<file path="src/rtl/mem_stage_pkg.sv">
// Shared definitions for the MEM pipeline stage: branch opcodes and the
// data-memory access FSM encoding.
package mem_stage_pkg;

  localparam logic [5:0] OpBeq = 6'b000100;
  localparam logic [5:0] OpBne = 6'b000101;

  typedef enum logic [0:0] {
    StIdle = 1'b0,
    StBusy = 1'b1
  } state_e;

endpackage

</file>
<file path="src/rtl/mem_stage_if.sv">
// Data-memory bus between the MEM stage (master) and the data memory (slave).
interface mem_stage_if;

  logic        Dm_req;
  logic        Dm_we;
  logic [31:0] Dm_addr;
  logic [31:0] Dm_wdata;
  logic [31:0] Dm_rdata;
  logic        Dm_ack;

  modport master (
    output Dm_req, Dm_we, Dm_addr, Dm_wdata,
    input  Dm_rdata, Dm_ack
  );

  modport slave (
    input  Dm_req, Dm_we, Dm_addr, Dm_wdata,
    output Dm_rdata, Dm_ack
  );

endinterface

</file>
<file path="src/rtl/mem_wb.sv">
// MEM/WB pipeline register. When We is low the stage inserts a bubble: the
// register-write flag is cleared and every other field holds.
module mem_wb (
  input  logic        Clk,
  input  logic        Clrn,
  input  logic        We,
  input  logic        Wreg,
  input  logic        Reg2reg,
  input  logic [4:0]  Rd,
  input  logic [31:0] Alu,
  input  logic        Mdata_we,
  input  logic [31:0] Mdata,
  output logic        W_Wreg,
  output logic        W_Reg2reg,
  output logic [4:0]  W_Rd,
  output logic [31:0] W_Alu,
  output logic [31:0] W_Mdata
);

  always_ff @(posedge Clk or negedge Clrn) begin
    if (!Clrn) begin
      W_Wreg    <= 1'b0;
      W_Reg2reg <= 1'b0;
      W_Rd      <= '0;
      W_Alu     <= '0;
      W_Mdata   <= '0;
    end else if (We) begin
      W_Wreg    <= Wreg;
      W_Reg2reg <= Reg2reg;
      W_Rd      <= Rd;
      W_Alu     <= Alu;
      if (Mdata_we) W_Mdata <= Mdata;
    end else begin
      W_Wreg    <= 1'b0;
    end
  end

endmodule

</file>
<file path="src/rtl/mem_stage.sv">
// MEM pipeline stage: drives the data-memory bus, stalls upstream while an
// access is outstanding, aborts on timeout and resolves beq/bne branches.
module mem_stage import mem_stage_pkg::*; #(
  parameter int unsigned TIMEOUT = 255
) (
  input  logic        Clk,
  input  logic        Clrn,
  input  logic [5:0]  M_Op,
  input  logic        M_Wreg,
  input  logic        M_Reg2reg,
  input  logic        M_Wmem,
  input  logic        M_Z,
  input  logic [31:0] Addr_in,
  input  logic [31:0] Sdata_in,
  input  logic [4:0]  Rd_in,
  input  logic [31:0] Bpc_in,
  mem_stage_if.master dm,
  output logic        Stall,
  output logic        Branch_taken,
  output logic [31:0] Branch_pc,
  output logic        W_Wreg,
  output logic        W_Reg2reg,
  output logic [4:0]  W_Rd,
  output logic [31:0] W_Alu,
  output logic [31:0] W_Mdata,
  output logic        Bus_err
);

  localparam int unsigned CntW = (TIMEOUT > 2) ? $clog2(TIMEOUT) : 1;

  state_e          state_q, state_d;
  logic [CntW-1:0] cnt_q, cnt_d;
  logic            bus_err_q;

  logic access, is_load, busy, dm_req, expiry, timed_out;

  // A store that also claims a load is handled as a pure store.
  assign access  = M_Wmem | (M_Wreg & ~M_Reg2reg);
  assign is_load = ~M_Wmem & M_Wreg & ~M_Reg2reg;
  assign busy    = (state_q == StBusy);
  assign dm_req  = busy | access;

  // The request cycle counts as the first waited cycle, so the abort lands
  // after TIMEOUT stalled cycles. A same-cycle ack still wins.
  assign expiry    = busy && (32'(cnt_q) == TIMEOUT - 1);
  assign timed_out = expiry & ~dm.Dm_ack;

  assign Stall = dm_req & ~dm.Dm_ack & ~expiry;

  assign dm.Dm_req   = dm_req;
  assign dm.Dm_we    = M_Wmem;
  assign dm.Dm_addr  = Addr_in;
  assign dm.Dm_wdata = Sdata_in;

  assign Branch_taken = ~Stall & (((M_Op == OpBeq) & M_Z) | ((M_Op == OpBne) & ~M_Z));
  assign Branch_pc    = Bpc_in;
  assign Bus_err      = bus_err_q;

  always_comb begin
    state_d = state_q;
    cnt_d   = cnt_q;
    unique case (state_q)
      StIdle: begin
        if (access && !dm.Dm_ack) begin
          state_d = StBusy;
          cnt_d   = '0;
        end
      end
      StBusy: begin
        if (dm.Dm_ack || expiry) state_d = StIdle;
        else                     cnt_d   = cnt_q + CntW'(1);
      end
      default: state_d = StIdle;
    endcase
  end

  always_ff @(posedge Clk or negedge Clrn) begin
    if (!Clrn) begin
      state_q   <= StIdle;
      cnt_q     <= '0;
      bus_err_q <= 1'b0;
    end else begin
      state_q <= state_d;
      cnt_q   <= cnt_d;
      if (timed_out) bus_err_q <= 1'b1;
    end
  end

  mem_wb u_mem_wb (
    .Clk       (Clk),
    .Clrn      (Clrn),
    .We        (~Stall),
    .Wreg      (M_Wreg & ~timed_out),
    .Reg2reg   (M_Reg2reg),
    .Rd        (Rd_in),
    .Alu       (Addr_in),
    .Mdata_we  (is_load & ~timed_out),
    .Mdata     (dm.Dm_rdata),
    .W_Wreg    (W_Wreg),
    .W_Reg2reg (W_Reg2reg),
    .W_Rd      (W_Rd),
    .W_Alu     (W_Alu),
    .W_Mdata   (W_Mdata)
  );

endmodule

</file>
<file path="src/flat_wrapper.sv">
// flat-port wrapper written by rule: the top's interface ports become plain ports
module mem_stage_flat import mem_stage_pkg::*;
#(
  parameter int unsigned TIMEOUT = 255
)
  (Clk, Clrn, M_Op, M_Wreg, M_Reg2reg, M_Wmem, M_Z, Addr_in, Sdata_in, Rd_in, Bpc_in, Stall, Branch_taken, Branch_pc, W_Wreg, W_Reg2reg, W_Rd, W_Alu, W_Mdata, Bus_err, dm_Dm_req, dm_Dm_we, dm_Dm_addr, dm_Dm_wdata, dm_Dm_rdata, dm_Dm_ack);
  mem_stage_if dm_i ();
  input  logic Clk;
  input  logic Clrn;
  input  logic [5:0] M_Op;
  input  logic M_Wreg;
  input  logic M_Reg2reg;
  input  logic M_Wmem;
  input  logic M_Z;
  input  logic [31:0] Addr_in;
  input  logic [31:0] Sdata_in;
  input  logic [4:0] Rd_in;
  input  logic [31:0] Bpc_in;
  output logic Stall;
  output logic Branch_taken;
  output logic [31:0] Branch_pc;
  output logic W_Wreg;
  output logic W_Reg2reg;
  output logic [4:0] W_Rd;
  output logic [31:0] W_Alu;
  output logic [31:0] W_Mdata;
  output logic Bus_err;
  output wire logic [$bits(dm_i.Dm_req)-1:0] dm_Dm_req;
  output wire logic [$bits(dm_i.Dm_we)-1:0] dm_Dm_we;
  output wire logic [$bits(dm_i.Dm_addr)-1:0] dm_Dm_addr;
  output wire logic [$bits(dm_i.Dm_wdata)-1:0] dm_Dm_wdata;
  input wire logic [$bits(dm_i.Dm_rdata)-1:0] dm_Dm_rdata;
  input wire logic [$bits(dm_i.Dm_ack)-1:0] dm_Dm_ack;
  assign dm_Dm_req = dm_i.Dm_req;
  assign dm_Dm_we = dm_i.Dm_we;
  assign dm_Dm_addr = dm_i.Dm_addr;
  assign dm_Dm_wdata = dm_i.Dm_wdata;
  assign dm_i.Dm_rdata = dm_Dm_rdata;
  assign dm_i.Dm_ack = dm_Dm_ack;
  mem_stage #(.TIMEOUT(TIMEOUT)) u_core (.Clk(Clk), .Clrn(Clrn), .M_Op(M_Op), .M_Wreg(M_Wreg), .M_Reg2reg(M_Reg2reg), .M_Wmem(M_Wmem), .M_Z(M_Z), .Addr_in(Addr_in), .Sdata_in(Sdata_in), .Rd_in(Rd_in), .Bpc_in(Bpc_in), .dm(dm_i), .Stall(Stall), .Branch_taken(Branch_taken), .Branch_pc(Branch_pc), .W_Wreg(W_Wreg), .W_Reg2reg(W_Reg2reg), .W_Rd(W_Rd), .W_Alu(W_Alu), .W_Mdata(W_Mdata), .Bus_err(Bus_err));
endmodule
</file>
<file path="config.mk">
export PLATFORM = sky130hd
export DESIGN_NAME = mem_stage_flat
export DESIGN_NICKNAME = d
export VERILOG_FILES = /design/src/rtl/mem_stage_pkg.sv /design/src/rtl/mem_stage_if.sv /design/src/rtl/mem_wb.sv /design/src/rtl/mem_stage.sv /design/src/flat_wrapper.sv
export SDC_FILE = /design/constraint.sdc
export NUM_CORES = 1
export LEC_CHECK = 0
export ABC_AREA = 1
export BUFFER_PORTS_ARGS = -buffer_cell sky130_fd_sc_hd__buf_2
export CORE_AREA = 2 2 123 125
export CTS_CLUSTER_DIAMETER = 120
export DETAILED_ROUTE_END_ITERATION = 12
export DIE_AREA = 0 0 125 127
export PLACE_DENSITY = 0.61
export REMOVE_ABC_BUFFERS = 1
export SLEW_MARGIN = 20
export SYNTH_ARGS = -nofsm -noshare
export SYNTH_HDL_FRONTEND = slang
export SYNTH_SLANG_ARGS = --single-unit
</file>
<file path="constraint.sdc">
create_clock -name Clk -period 2.9 [get_ports Clk]
set_clock_uncertainty 0.05 [all_clocks]
set_input_delay 0.435 -clock Clk [delete_from_list [all_inputs] [get_ports Clk]]
set_output_delay 0.435 -clock Clk [all_outputs]
set_load 0.01 [all_outputs]
</file>
==> flow_metrics.tcl <==
set metrics [dict create \
    synthTopCellsByArea "dfrtp_1 (49%), buf_4 (18%), nand2_1 (15%), inv_1 (3.8%), buf_6 (3.5%)" \
    setup_violations 0 \
    p_per_area_nw_per_um2 648 \
    hold-worst-slack_ps 61.1 \
    wirelength_mm 11.8 \
    drtAntennaViolNets 0 \
    gr-total-overflow 0 \
    cts_root_buffer "clkbuf_16" \
    dr.first_iter.drc_count 136 \
    core_area_um2 14400 \
    slew_violations 0 \
    post_cts_buffers 0 \
    cts_hold_buffers 0 \
    max_clock_freq_ghz 0.395 \
    peakVddDrop_v 0.000223 \
    dp_slack_ps 683 \
    cp_max_fo 35 \
    vias 3139 \
    grt_max_degree 65 \
    post_dp_cell_area_um2 4480 \
    cp_data_arrival_time_ps 2050 \
    antenna_found_initial 0 \
    tns_ps 0 \
    cts_max_path_buffers 2 \
    slew_headroom 0.555 \
    cts_htree_levels 3 \
    p_leak_nw 2.76 \
    final_cells 759 \
    design_area_um2 4790 \
    finalHoldViolations 0 \
    cts_resized 0 \
    hold_class "in -> async" \
    layout_setup_ws_ps 370 \
    maxCapViolCount 0 \
    hpwl_mm 9.09 \
    dieArea_um2 15900 \
    yosysWarnings 0 \
    crit_path_end_kind "output port" \
    critPathKind "reg -> out" \
    period_minus_slack_ps 2530 \
    drive_above_1_share 0.390 \
    die_x_um 125 \
    start_kind "flip-flop" \
    grt_pass1_vias 3014 \
    synthDistinctLibCells 26 \
    rsz0062_at_grt "false" \
    clkTransAtPathRegs_ps 60 \
    cts_buffers 9 \
    area_growth_pct 14.9 \
    clock-sinks 81 \
    gp_congestion 0.749 \
    diodes 0 \
    grtUsageTotal 0.147 \
    required_ps 2410 \
    fin_total_pwr_mw 3.11 \
    wl_per_cell_um 15.6 \
    dp_cells 743 \
    finalCritPeriodShare 0.873 \
    yosysSeqAreaShare 0.486 \
    num_io_pins 318 \
    rows 44 \
    synth_largest_area_cell "dfrtp_1" \
    port_buffers 189 \
    avgSynthCellArea_um2 8.67 \
    die_y_um 127 \
    viasPerCell 4.14 \
    ys_seq_elements 81 \
    drc_errors 0 \
    status "finished clean" \
    nets 718 \
    final_cell_mix "buf_2 (188), nand2_1 (170), dfrtp_1 (81)" \
    clock_latency_ps 330 \
    postSynthCellCount 481 \
    worst_pin_slew_ps 667 \
    first_pass_iters 5 \
    initial_core_util 0.289 \
    syn_area_um2 4170 \
    cts_tree "done" \
    yosys.area.top_type_share 0.486 \
    utilization 0.332 \
    grt_first_pass_wirelength_mm 17.6 \
    final_common_cell "buf_2" \
]
## synthesized netlist by cell type, drive strengths merged
library cell  count
nand4             1
a21oi             3
o21bai            1
xor2              1
o21ai            39
nor3b             1
inv              43
nand3b            1
nor2             11
or3               1
o211ai            1
nand2           172
buf             114
nand3             9
dfrtp            81
ha                2
## logic make-up after synthesis
kind of cell,synth area share
xor gates and xnor gates,0.00210
adders and majority gates,0.00600
DFF,0.486
AOI/OAI and AO/OA,0.0612
buffers and inverters,0.256
and+or+nand+nor,0.189
## state kept, by name (all words and copies together) (netlist names)
signal	cells
u_core.u_mem_wb.W_Wreg	1
u_core.u_mem_wb.W_Rd	5
u_core.cnt_q	8
u_core.busy	1
u_core.Bus_err	1
u_core.u_mem_wb.W_Mdata	32
u_core.u_mem_wb.W_Alu	32
u_core.u_mem_wb.W_Reg2reg	1
## report_power, final
part / total [mW] / leakage [nW] / internal (mW) / switching (mW)
Combinational: 0.579 / 1.61 / 0.244 / 0.335
Clock: 1.15 / 0.155 / 0.710 / 0.444
Sequential: 1.37 / 1.00 / 1.28 / 0.0902
## cell type report
cell class                 count  area, µm²
timing repair buffer         192        983
sequential                    81       2030
tap                          184        230
clock inverter                 5       53.8
inverter                      43        164
fill                        1562       9630
multi-input combinational    243       1080
clock buffer                  11        253
## critical path: stages, from the launching register on
cell and delay [ps]:
dfrtp_1 410, inv_1 130, ha_1 160, nand2_1 50, inv_1 90, nand3_2 110
nand2_4 310, inv_4 200, nor2_2 110, buf_2 130
## per-layer routing
metal	wire length, µm	global-route usage	vias up
li1	-	-	1542
met1	4810	0.179	1354
met2	4540	0.182	222
met3	2120	0.113	19
met4	231	0.0575	2
met5	100	0.0991	-
## worst paths after layout
kind                                                 startpoint                                       to  slack, ps  cells past startpoint
max in group asynchronous                                  Clrn  u_core.u_mem_wb.W_Mdata[17]$_DFFE_PN0P_       2120                      2
min in group Clk                                       Rd_in[3]      u_core.u_mem_wb.W_Rd[3]$_DFFE_PN0P_        250                      3
hold reg to reg            u_core.u_mem_wb.W_Alu[0]$_DFFE_PN0P_     u_core.u_mem_wb.W_Alu[0]$_DFFE_PN0P_        420                      2
setup reg to reg                          u_core.busy$_DFF_PN0_    u_core.u_mem_wb.W_Alu[23]$_DFFE_PN0P_        840                      7
setup / recovery                    u_core.cnt_q[0]$_DFFE_PN0P_                             Branch_taken        370                      9
hold / removal                                             Clrn   u_core.u_mem_wb.W_Mdata[4]$_DFFE_PN0P_         60                      1
Power figures use the tool's default switching activity.
